**config.mk**
```make
export PLATFORM = sky130hd
export DESIGN_NAME = mar_access_sequencer
export DESIGN_NICKNAME = d
export VERILOG_FILES = /design/src/rtl/mar_access_sequencer.sv
export SDC_FILE = /design/constraint.sdc
export NUM_CORES = 1
export LEC_CHECK = 0
export ABC_CLOCK_PERIOD_IN_PS = 2100
export CELL_PAD_IN_SITES_DETAIL_PLACEMENT = 1
export CELL_PAD_IN_SITES_GLOBAL_PLACEMENT = 1
export CORE_MARGIN = 2
export CORE_UTILIZATION = 38
export DETAILED_ROUTE_END_ITERATION = 10
export GPL_TIMING_DRIVEN = 0
export PLACE_DENSITY = 0.87
export SLEW_MARGIN = 20
export SYNTH_ARGS = -nofsm -noshare
export SYNTH_HDL_FRONTEND = slang
export SYNTH_SLANG_ARGS = --single-unit
```
**constraint.sdc**
```tcl
create_clock -name clk -period 2.1 [get_ports clk]
set_clock_uncertainty 0.1 [all_clocks]
set_input_delay 0.42 -clock clk [delete_from_list [all_inputs] [get_ports clk]]
set_output_delay 0.42 -clock clk [all_outputs]
set_load 0.01 [all_outputs]
```
**src/rtl/mar_access_sequencer.sv**
```systemverilog
// mar_access_sequencer
// Shares the MAR and the memory port between instruction fetch (address
// from PC) and operand access (address from MBR). Each transaction runs
// IDLE -> LOAD -> ACCESS -> DONE -> IDLE. Simultaneous requesters are served
// round-robin, and a stalled memory access is abandoned after TIMEOUT cycles.
// Every output is registered. Its next value is derived from the next state,
// so a strobe is high in the same cycle in which the FSM occupies its state.

module mar_access_sequencer #(
  parameter int DATA_W  = 8,
  parameter int TIMEOUT = 15,
  parameter int TMO_W   = 4
) (
  input  logic              clk,
  input  logic              rst_n,
  input  logic              fetch_req,
  input  logic              op_req,
  input  logic              op_we,
  input  logic [DATA_W-1:0] op_wdata,
  input  logic              mem_ready,
  input  logic [DATA_W-1:0] mem_rdata,
  output logic              mar_ld_pc,
  output logic              mar_ld_mbr,
  output logic              mem_rd,
  output logic              mem_wr,
  output logic [DATA_W-1:0] mem_wdata,
  output logic [DATA_W-1:0] rdata,
  output logic              fetch_done,
  output logic              op_done,
  output logic              busy,
  output logic              timeout_err
);

  typedef enum logic [1:0] {
    IDLE   = 2'd0,
    LOAD   = 2'd1,
    ACCESS = 2'd2,
    DONE   = 2'd3
  } state_t;

  // The final ACCESS cycle that may still wait for mem_ready.
  localparam logic [TMO_W-1:0] CNT_LAST = TMO_W'(TIMEOUT - 1);

  state_t              state;
  state_t              state_nxt;

  // Transaction context: who owns the port, and what it asked for.
  logic                gnt_op;
  logic                gnt_op_nxt;
  logic                last_op;
  logic                last_op_nxt;
  logic                we;
  logic                we_nxt;
  logic [DATA_W-1:0]   wdata;
  logic [DATA_W-1:0]   wdata_nxt;
  logic [TMO_W-1:0]    cnt;
  logic [TMO_W-1:0]    cnt_nxt;
  logic                tmo_nxt;
  logic [DATA_W-1:0]   rdata_nxt;

  // Round-robin choice among the requests that are present in IDLE.
  logic                pick_op;

  // Next register values for the outputs.
  logic                mar_ld_pc_d;
  logic                mar_ld_mbr_d;
  logic                mem_rd_d;
  logic                mem_wr_d;
  logic [DATA_W-1:0]   mem_wdata_d;
  logic                fetch_done_d;
  logic                op_done_d;
  logic                busy_d;
  logic                timeout_err_d;

  // State register together with the per-transaction context.
  always_ff @(posedge clk or negedge rst_n) begin
    if (!rst_n) begin
      state   <= IDLE;
      gnt_op  <= 1'b0;
      last_op <= 1'b1;
      we      <= 1'b0;
      wdata   <= '0;
      cnt     <= '0;
    end else begin
      state   <= state_nxt;
      gnt_op  <= gnt_op_nxt;
      last_op <= last_op_nxt;
      we      <= we_nxt;
      wdata   <= wdata_nxt;
      cnt     <= cnt_nxt;
    end
  end

  // Arbitration: a single requester wins outright; when both requesters are
  // present, the one that was not granted last time wins.
  always_comb begin
    pick_op = op_req;
    if (fetch_req && op_req) begin
      pick_op = ~last_op;
    end
  end

  // Next-state logic, including the grant, the timeout count and read capture.
  always_comb begin
    state_nxt   = state;
    gnt_op_nxt  = gnt_op;
    last_op_nxt = last_op;
    we_nxt      = we;
    wdata_nxt   = wdata;
    cnt_nxt     = cnt;
    tmo_nxt     = 1'b0;
    rdata_nxt   = rdata;
    unique case (state)
      IDLE: begin
        if (fetch_req || op_req) begin
          state_nxt   = LOAD;
          gnt_op_nxt  = pick_op;
          last_op_nxt = pick_op;
          // A fetch is always a read; only an operand grant samples we/wdata.
          we_nxt      = pick_op ? op_we : 1'b0;
          wdata_nxt   = pick_op ? op_wdata : '0;
        end
      end
      LOAD: begin
        state_nxt = ACCESS;
        cnt_nxt   = '0;
      end
      ACCESS: begin
        cnt_nxt = cnt + 1'b1;
        if (mem_ready) begin
          // A ready on the last allowed cycle still counts as a completion.
          state_nxt = DONE;
          if (!we) begin
            rdata_nxt = mem_rdata;
          end
        end else if (cnt == CNT_LAST) begin
          state_nxt = DONE;
          tmo_nxt   = 1'b1;
        end
      end
      DONE: begin
        state_nxt = IDLE;
        cnt_nxt   = '0;
      end
      default: begin
        state_nxt = IDLE;
      end
    endcase
  end

  // Output decode from the next state, so each registered strobe lines up
  // with the cycle spent in its state.
  always_comb begin
    mar_ld_pc_d   = (state_nxt == LOAD) && !gnt_op_nxt;
    mar_ld_mbr_d  = (state_nxt == LOAD) && gnt_op_nxt;
    mem_rd_d      = (state_nxt == ACCESS) && !we_nxt;
    mem_wr_d      = (state_nxt == ACCESS) && we_nxt;
    mem_wdata_d   = ((state_nxt == ACCESS) && we_nxt) ? wdata_nxt : '0;
    fetch_done_d  = (state_nxt == DONE) && !gnt_op_nxt;
    op_done_d     = (state_nxt == DONE) && gnt_op_nxt;
    timeout_err_d = tmo_nxt;
    busy_d        = (state_nxt != IDLE);
  end

  // Output registers; reset clears every output immediately.
  always_ff @(posedge clk or negedge rst_n) begin
    if (!rst_n) begin
      mar_ld_pc   <= 1'b0;
      mar_ld_mbr  <= 1'b0;
      mem_rd      <= 1'b0;
      mem_wr      <= 1'b0;
      mem_wdata   <= '0;
      rdata       <= '0;
      fetch_done  <= 1'b0;
      op_done     <= 1'b0;
      busy        <= 1'b0;
      timeout_err <= 1'b0;
    end else begin
      mar_ld_pc   <= mar_ld_pc_d;
      mar_ld_mbr  <= mar_ld_mbr_d;
      mem_rd      <= mem_rd_d;
      mem_wr      <= mem_wr_d;
      mem_wdata   <= mem_wdata_d;
      rdata       <= rdata_nxt;
      fetch_done  <= fetch_done_d;
      op_done     <= op_done_d;
      busy        <= busy_d;
      timeout_err <= timeout_err_d;
    end
  end

endmodule

```
==> flow_metrics.py, run 1 <==
metrics = {
    "outcome": {
        "status": "finished, final reports clean",
    },
    "setup_path": {
        "crit_chain": "clkdlybuf4s50_1 -> o21ai_2 -> a32oi_2 -> buf_6 -> nor4b_1",
        "worst_ep_arrival_time_ns": 2.04,
        "end_kind": "flip-flop",
        "startpoint_type": "input pin",
        "critical_path_buf_inv_count": 2,
        "reg2reg_slack_ns": 0.14,
        "r2r_cells": 6,
        "crit-reg2reg-launch": "state[0]",
        "required_ns": 2.18,
        "slowest_stage": "clkdlybuf4s50_1",
        "crit_path_max_fanout": 10,
        "crit_type": "in -> reg",
        "critPathMaxStageDelay_ns": 0.53,
        "critPathTopFamily": "buffers and inverters",
        "rr_endpoint": "mem_wdata[0]",
    },
    "power": {
        "p_leak_nw": 1.08,
        "total_power_mw": 3.45,
        "ir_drop_uv": 1110,
        "powerDensity_nw_per_um2": 1440,
    },
    "routing": {
        "viasPerCell": 5.28,
        "drc": 0,
        "vias": 1225,
        "drt_iter0_drc": 30,
        "detail-route-antenna-nets": 0,
        "routed_wl_um": 4330,
        "wl_per_cell_um": 18.7,
        "dr.pass1.iters": 4,
    },
    "die": {
        "die_area_sq_um": 5070,
        "floorplan.initialDensity_pct": 39.4,
        "die_x_um": 71.2,
        "coreArea_sq_um": 4350,
        "core.rowCount": 24,
        "die_h_um": 71.2,
        "io-pin-count": 46,
    },
    "synthesis": {
        "yosys_warnings": 0,
        "synthSimpleGateAreaFrac_pct": 14.5,
        "synth_nets": 154,
        "ys_seq_area_share_pct": 59.9,
        "synth_most_common_cell": "dfrtp_1",
        "synth_top_family_by_area": "simple AND/OR/NAND/NOR gates",
        "synth_top_area_share_pct": 58.4,
        "synth_edf_count": 0,
        "netlist_area_sq_um": 1720,
        "synth_compound_area_share_pct": 9.77,
        "synth_fa_ha_area_share_pct": 5.11,
        "async_flop_share_pct": 100,
        "ys_types": 34,
        "synth.top_cells.by_count": "40 x dfrtp_1, 13 x inv_1, 8 x a32oi_1, 8 x mux2_2, 7 x ha_1",
        "synthMuxAreaShare_pct": 5.84,
        "postSynthCellCount": 125,
        "synthTopCellsByArea": "dfrtp_1 58%, mux2_2 5.3%, ha_1 5.1%",
        "synth_xor_area_share_pct": 0,
        "ys.flop_type": "dfrtp_1",
        "synth-seq-cells": 41,
        "synth_area_per_cell_sq_um": 13.7,
        "synth_top_area_cell": "dfrtp_1",
    },
    "hold_path": {
        "hold_end": "wdata[3]",
        "hp-start": "wdata[3]",
        "hp-class": "reg -> reg",
        "worstHoldPathCells": 2,
    },
    "grt": {
        "grt_overflow": 0,
        "antenna_found_initial": 0,
        "grt_pass1_vias": 1405,
        "grt_usage_pct": 18.7,
        "grt_pass1_wl_um": 7180,
        "grt_max_degree": 23,
    },
    "timing": {
        "fin_crit_sh_pct": 93.6,
        "max_clock_freq_mhz": 509,
        "drv_slew": 0,
        "worst_slew_pin_slew_ns": 0.524,
        "timing.final.crit_period_ns": 1.97,
        "hold_violations": 0,
        "rsz0062_at_grt": "false",
        "finalSetupViolations": 0,
        "slew_headroom_pct": 65.1,
    },
    "clock_network": {
        "clkSinkCount": 41,
        "cts_tree": "built",
        "clkLatencyLatePin_ns": 0.29,
        "clk_pin_slew_ns": 0.08,
        "post_cts_buffers": 0,
        "cts_buffers": 5,
        "root_buffer": "clkbuf_8",
        "clockBufferDepth": 2,
        "htree_levels": 2,
    },
    "placed_design": {
        "placed_cell_area_sq_um": 2250,
        "numPlacedInstances": 223,
        "place_congestion": 0.715,
        "io_buffers": 45,
        "dp_hpwl_um": 3210,
    },
    "layout": {
        "nets": 208,
        "stdcell_area_sq_um": 2390,
        "final_cells": 232,
        "fill_cells": 441,
        "drive_gt1_share_pct": 20.6,
        "syn2layout_area_growth_pct": 39.5,
        "antenna_cells": 0,
    },
    "run": {
        "maxCapViolations": 0,
    },
}
worst reg2reg max path, delay by kind of cell (launching register included):
kind	cells	cell delay (ns)
simple gates	2	0.52
flops	1	0.45
buf+inv	2	0.39
fa+ha+maj	1	0.22
compound gates	1	0.19
cell usage in the layout, fill, tap and decap left out, types with 2 or more instances in the layout:
cell type,Yosys,layout
a32oi_1,8,8
and3_1,2,2
buf_2,1,2
buf_6,2,2
clkbuf_8,0,6
clkdlybuf4s50_1,0,44
dfrtp_1,40,39
ha_1,7,7
inv_1,13,13
mux2_2,8,8
nand2_1,3,3
nand3_1,2,2
nor2_1,3,3
nor3_1,3,3
nor3b_1,2,2
nor3b_2,2,2
nor4b_1,5,4
nor4b_2,4,5
o21ai_0,2,2
where the power goes:
group | total (mW) | internal [mW] | switching (mW)
registers | 1.23 | 1.08 | 0.154
clock network | 0.670 | 0.387 | 0.283
logic | 1.55 | 0.753 | 0.795
cells by family (layout without fill, tap and decap cells):
logic type      after synthesis  in the layout
flops                        41             41
buf+inv                      18             73
compound gates               18             18
fa+ha+maj                     7              7
mux                           9              9
simple gates                 32             32
flip-flops by register name, indices dropped and copies added (netlist names), 2 cells and up:
signal	flops
rdata	8
mem_wdata	8
state	2
wdata	8
cnt	4
how the worst max path moves through the flow:
stage	start	to	slack, ns	depth (start not counted)
CTS	state[0]	op_done	0.07	7
detailed placement	fetch_req	mem_wdata[2]	-0.17	5
floorplan	state[0]	busy	0.35	6
global placement	rst_n	cnt[2]	-0.38	1
global route	state[0]	mem_wdata[0]	0.02	6
finish	fetch_req	mem_wdata[2]	0.13	5
repair_timing:
action / 4_1_cts / 5_1_grt
endpoints found under the hold margin: 15 / 0
setup endpoints to repair: 0 / 3
hold buffers: 1 / 0
resized for setup: 0 / 4
metrics by stage:
| step | TNS (ns) | utilization (%) | hold WS, ns | setup slack (ns) |
|---|---|---|---|---|
| global placement | -15.48 | 51.2 | 0.346 | -0.382 |
| finish | 0 | 54.9 | 0.391 | 0.134 |
| global route | 0 | 54.9 | 0.430 | 0.0176 |
| floorplan | 0 | - | 0.0244 | 0.351 |
| CTS | 0 | 54.7 | 0.393 | 0.0680 |
| detailed placement | -0.634 | 51.8 | 0.317 | -0.168 |
per-layer routing:
| metal | vias up | share of wire [%] | GRT usage, % |
|---|---|---|---|
| li1 | 553 | - | - |
| met1 | 626 | 39 | 21.3 |
| met2 | 36 | 54 | 32.9 |
| met3 | 10 | 4.5 | 4.99 |
| met4 | 0 | 2.5 | 7.76 |
| met5 | - | 0 | 0 |
layout make-up:
| cell class | count | area (sq um) | area share (%) |
|---|---|---|---|
| Clock buffer | 6 | 82.6 | 3.45 |
| Tap cell | 52 | 65.1 | 2.72 |
| Buffer | 5 | 36.3 | 1.52 |
| Multi-Input combinational cell | 66 | 611 | 25.5 |
| Clock inverter | 2 | 37.5 | 1.57 |
| Timing Repair Buffer | 47 | 483 | 20.2 |
| Sequential cell | 41 | 1030 | 43.0 |
| Inverter | 13 | 48.8 | 2.04 |
No activity file was read; power rests on OpenSTA's default activity.
==> run 2, diff against run 1 <==
CORE_MARGIN = default   (was 2)
==> run 2 against run 1 <==
  * Worst setup slack improved by 0.033 ns
  * Die area shrank 5.5%
  * Wire length down 7.5%
  * Worst hold slack got worse by 0.016 ns
  * Final area decreased by 1.8%
  * Count of clock-buffer cells in the layout is the same
  * Highest routed layer unchanged
  * Combinational power fell by 3%
  * Utilization fell by 1.0 points
  * Non-clock buffer count stayed put
  * Largest power group unchanged
  * Register-to-register slack improved by 0.03 ns
  * Critical path type is now reg -> reg
==> flow_metrics.py, run 2 (synthesized netlist as in run 1, its figures left out) <==
metrics = {
    "routing": {
        "m1WireLength_um": 1630,
        "wl_met2_um": 2190,
        "viasPerCell": 5.19,
        "drc": 0,
        "route.met3.wl_um": 143,
        "drt_iter0_drc": 28,
        "vias": 1203,
        "routed.top_layer": "met4",
        "dr.pass1.iters": 4,
        "routed_wl_um": 4000,
        "detail-route-antenna-nets": 0,
        "wl_per_cell_um": 17.2,
    },
    "layout": {
        "drive_gt1_share_pct": 19.4,
        "layout_common_cells": "44 x clkdlybuf4s50_1, 39 x dfrtp_1, 13 x inv_1, 8 x a32oi_1, 8 x mux2_2",
        "final_util_pct": 53.9,
        "reg_top3": "mem_wdata x8, rdata x8, wdata x8",
        "antenna_cells": 0,
        "fill_cells": 440,
        "final_cells": 232,
        "final_common_cell": "clkdlybuf4s50_1",
        "syn2layout_area_growth_pct": 36.9,
        "nets": 208,
    },
    "timing": {
        "timing.final.crit_period_ns": 1.93,
        "slew_headroom_pct": 70.3,
        "max_clock_freq_mhz": 517,
        "drv_slew": 0,
        "fin_crit_sh_pct": 92.1,
        "fin_tns_setup_ns": 0,
        "hold_violations": 0,
        "finalSetupViolations": 0,
        "rsz0062_at_grt": "false",
        "worst_slew_pin_slew_ns": 0.446,
        "timing.hold.ws_ns": 0.375,
    },
    "grt": {
        "grt_pass1_vias": 1362,
        "grt_usage_pct": 18.9,
        "grt_pass1_wl_um": 6970,
        "grt_max_degree": 27,
        "grt_overflow": 0,
        "antenna_found_initial": 0,
    },
    "clock_network": {
        "clockBufferDepth": 2,
        "cts_tree": "built",
        "htree_levels": 2,
        "clkLatencyLatePin_ns": 0.28,
        "clkSinkCount": 41,
        "cts_buffers": 5,
        "clk_pin_slew_ns": 0.08,
        "root_buffer": "clkbuf_8",
    },
    "setup_path": {
        "slowest_stage": "dfrtp_2",
        "worst_ep_arrival_time_ns": 2.01,
        "crit_type": "reg -> reg",
        "critical_path_buf_inv_count": 3,
        "critPathTopFamily": "flip-flops",
        "startpoint_type": "flip-flop",
        "required_ns": 2.18,
        "crit_chain": "inv_1 -> ha_1 -> and2_1 -> buf_2 -> a22oi_2 -> inv_1 -> and3_1",
        "critPathMaxStageDelay_ns": 0.44,
        "crit_path_frequent_cell": "inv_1",
        "crit_path_max_fanout": 10,
        "end_kind": "flip-flop",
    },
    "hold_path": {
        "hp-class": "reg -> reg",
    },
    "placed_design": {
        "place_congestion": 0.725,
        "numPlacedInstances": 223,
        "dp_hpwl_um": 2970,
        "io_buffers": 45,
    },
    "power": {
        "powerDensity_nw_per_um2": 1380,
        "ir_drop_uv": 608,
        "total_power_mw": 3.23,
        "p_leak_nw": 1.07,
    },
    "die": {
        "core.rowCount": 24,
        "die_area_sq_um": 4790,
        "io-pin-count": 46,
        "die_h_um": 69.2,
        "floorplan.initialDensity_pct": 39.4,
        "coreArea_sq_um": 4350,
        "die_x_um": 69.2,
    },
    "run": {
        "maxCapViolations": 0,
    },
    "outcome": {
        "status": "finished, final reports clean",
    },
}
[run 2: changes by cell type in the layout (fill, tap and decap cells not counted)]
cell,change
bufinv_16,-1
clkinv_2,+2
clkbuf_8,-1
clkbuf_1,+1
nor4b_1,+1
clkinvlp_4,-1
nor4b_2,-1
[run 2: final timing paths]
path | start | endpoint | slack [ns] | depth (start not counted)
setup / recovery | state[0] | op_done | 0.17 | 7
hold / removal | wdata[4] | wdata[4] | 0.38 | 2
setup reg to reg | state[0] | op_done | 0.17 | 7
hold reg to reg | wdata[4] | wdata[4] | 0.38 | 2
max in group asynchronous | rst_n | state[0] | 0.91 | 3
min in group asynchronous | rst_n | rdata[0] | 0.51 | 2
[run 2: cell type report]
class	count	area, sq um	area share, %
multi-input cells	66	604	25.7
repair buffers	47	483	20.6
plain buffers	5	36.3	1.55
clock inverters	2	10.0	0.426
flip-flops and latches	41	1030	43.8
inverters	13	48.8	2.08
well taps	52	65.1	2.77
clock buffers	6	72.6	3.09
[run 2: per-stage QoR]
stage / area [sq um] / setup WS, ns
global route: 2350 / 0.0173
detailed placement: 2250 / -0.171
global placement: 2230 / -0.387
CTS: 2350 / 0.0334
floorplan: 1720 / 0.351
finish: 2350 / 0.166
[run 2: worst reg2reg max path, delay by kind of cell, from the launching register on]
family                   cells  cell delay [ns]
buffers and inverters        3             0.42
AND/OR/NAND/NOR              2             0.35
adder cells (fa/ha/maj)      1             0.25
flip-flops                   1             0.44
AO/OA/AOI/OAI                1             0.27
[run 2: timing repair]
item / in CTS / in global routing
resized for setup: 0 / 3
hold buffers: 1 / 0
endpoints found under the setup margin: 0 / 10
hold endpoints to repair: 14 / 0
buffers inserted: 0 / 0
[run 2: where the power goes]
group          switching, mW  internal (mW)  total (mW)
Combinational          0.748          0.751        1.50
Clock                  0.259          0.230       0.490
Sequential             0.163           1.08        1.24
Total                   1.17           2.06        3.23
[run 2: layer usage]
| metal | GRT usage (%) | vias up |
|---|---|---|
| li1 | - | 556 |
| met1 | 23.1 | 617 |
| met2 | 32.8 | 26 |
| met3 | 4.65 | 4 |
| met4 | 5.90 | 0 |
| met5 | 0 | - |
==> run 3, diff against run 2 <==
CORE_ASPECT_RATIO = 1.4   (was default)
CORE_UTILIZATION = 49   (was 38)
DONT_BUFFER_PORTS = 1   (was default)
PLACE_DENSITY = 0.85   (was 0.87)
==> run 3 against run 2 <==
  * Global-route usage grew 2.3 points
  * Non-clock buffer count shrank 45
  * Utilization grew 3.4 points
  * First-iteration DRC count shrank 57%
  * Power shrank 5.0%
  * Die area shrank 22%
  * Critical endpoint is now mem_wdata[1]
  * Largest cell class unchanged
  * Largest power group is now registers
  * Highest routed layer unchanged
==> flow_metrics.py, run 3 (synthesized netlist as in run 1, its figures left out) <==
metrics = {
    "setup_path": {
        "worst_ep_arrival_time_ns": 2.03,
        "crit_type": "reg -> reg",
        "end_kind": "flip-flop",
        "crit_chain": "inv_1 -> ha_1 -> and2_1 -> buf_2 -> a32oi_1 -> nor4b_1",
        "critPathMaxStageDelay_ns": 0.45,
        "critical_path_buf_inv_count": 2,
        "critPathTopFamily": "simple AND/OR/NAND/NOR gates",
        "crit_path_max_fanout": 10,
        "required_ns": 2.17,
        "startpoint_type": "flip-flop",
        "slowest_stage": "dfrtp_2",
    },
    "layout": {
        "layout_common_cells": "39 x dfrtp_1, 13 x inv_1, 8 x a32oi_1, 8 x mux2_2, 7 x ha_1",
        "syn2layout_area_growth_pct": 12.0,
        "drive_gt1_share_pct": 25.9,
        "final_util_pct": 57.4,
        "antenna_cells": 0,
        "final_common_cell": "dfrtp_1",
        "nets": 163,
        "reg_top3": "mem_wdata x8, rdata x8, wdata x8",
        "fill_cells": 315,
    },
    "grt": {
        "grt_pass1_wl_um": 5540,
        "grt_overflow": 0,
        "grt_pass1_vias": 1140,
        "grt_max_degree": 42,
        "antenna_found_initial": 0,
        "grt_usage_pct": 21.2,
    },
    "clock_network": {
        "htree_levels": 2,
        "clkSinkCount": 41,
        "clkLatencyLatePin_ns": 0.29,
        "clk_pin_slew_ns": 0.07,
        "cts_buffers": 5,
        "root_buffer": "clkbuf_8",
        "cts_tree": "built",
        "clockBufferDepth": 2,
        "post_cts_buffers": 0,
    },
    "power": {
        "powerDensity_nw_per_um2": 1600,
        "ir_drop_uv": 920,
        "p_leak_nw": 0.911,
    },
    "routing": {
        "drt_iter0_drc": 12,
        "viasPerCell": 5.81,
        "routed_wl_um": 3490,
        "wl_per_cell_um": 19.9,
        "drc": 0,
        "detail-route-antenna-nets": 0,
        "dr.pass1.iters": 3,
        "vias": 1017,
    },
    "run": {
        "maxCapViolations": 0,
    },
    "timing": {
        "drv_slew": 0,
        "timing.final.crit_period_ns": 1.96,
        "max_clock_freq_mhz": 510,
        "finalSetupViolations": 0,
        "timing.hold.ws_ns": 0.0974,
        "slew_headroom_pct": 70.7,
        "fin_crit_sh_pct": 93.5,
        "hold_violations": 0,
        "fin_tns_setup_ns": 0,
        "rsz0062_at_grt": "false",
        "worst_slew_pin_slew_ns": 0.440,
    },
    "placed_design": {
        "io_buffers": 0,
        "place_congestion": 0.691,
        "dp_hpwl_um": 2530,
    },
    "die": {
        "die_x_um": 52.0,
        "io-pin-count": 46,
        "die_area_sq_um": 3740,
        "floorplan.initialDensity_pct": 51.3,
        "core.rowCount": 25,
        "die_h_um": 72.0,
        "coreArea_sq_um": 3350,
    },
    "outcome": {
        "status": "finished, final reports clean",
    },
    "hold_path": {
        "hp-class": "in -> reg",
    },
}
-- run 3: cell count changes in the layout (fill, tap and decap cells not counted), sizes merged --
cell,change
clkdlybuf4s50,-44
clkinv,-2
buf,-1
clkbuf,+1
bufinv,+1
-- run 3: timing repair --
item / 4_1_cts / 5_1_grt
hold buffers: 2 / 0
hold endpoints to repair: 41 / 0
setup endpoints to repair: 0 / 3
resized for setup: 0 / 4
-- run 3: metrics by stage --
stage	cell area (sq um)	total power, mW	instances	worst slack (ns)
5_1_grt	1920	3.25	175	0.0304
3_5_place_dp	1770	2.41	165	0.0932
3_3_place_gp	1770	2.31	165	0.184
4_1_cts	1910	3.08	175	0.0645
2_1_floorplan	1720	2.13	125	0.351
6_report	1920	3.07	175	0.137
-- run 3: area by class of cell --
| class | instances | area (sq um) | share of cell area (%) |
|---|---|---|---|
| well taps | 40 | 50.0 | 2.61 |
| clock inverters | 1 | 30.0 | 1.56 |
| multi-input cells | 66 | 611 | 31.8 |
| inverters | 13 | 48.8 | 2.54 |
| flip-flops and latches | 41 | 1030 | 53.6 |
| repair buffers | 2 | 30.0 | 1.56 |
| clock buffers | 7 | 86.3 | 4.50 |
| plain buffers | 5 | 36.3 | 1.89 |
-- run 3: final timing paths --
path	to	depth (start not counted)	from	slack, ns
max	mem_wdata[1]	6	state[0]	0.14
min	last_op	1	fetch_req	0.1
max reg2reg	mem_wdata[1]	6	state[0]	0.14
min reg2reg	wdata[2]	2	wdata[2]	0.39
max in group asynchronous	last_op	2	rst_n	1.15
min in group asynchronous	mem_wdata[2]	2	rst_n	0.49
-- run 3: layer usage --
metal	global-route usage [%]	routed length, um
met1	21.9	1280
met2	38.0	1960
met3	7.13	174
met4	8.71	68
met5	0	0
-- run 3: power breakdown --
part	total (mW)	internal, mW	switching, mW
registers	1.33	1.08	0.252
logic	1.09	0.482	0.608
clock network	0.645	0.387	0.258
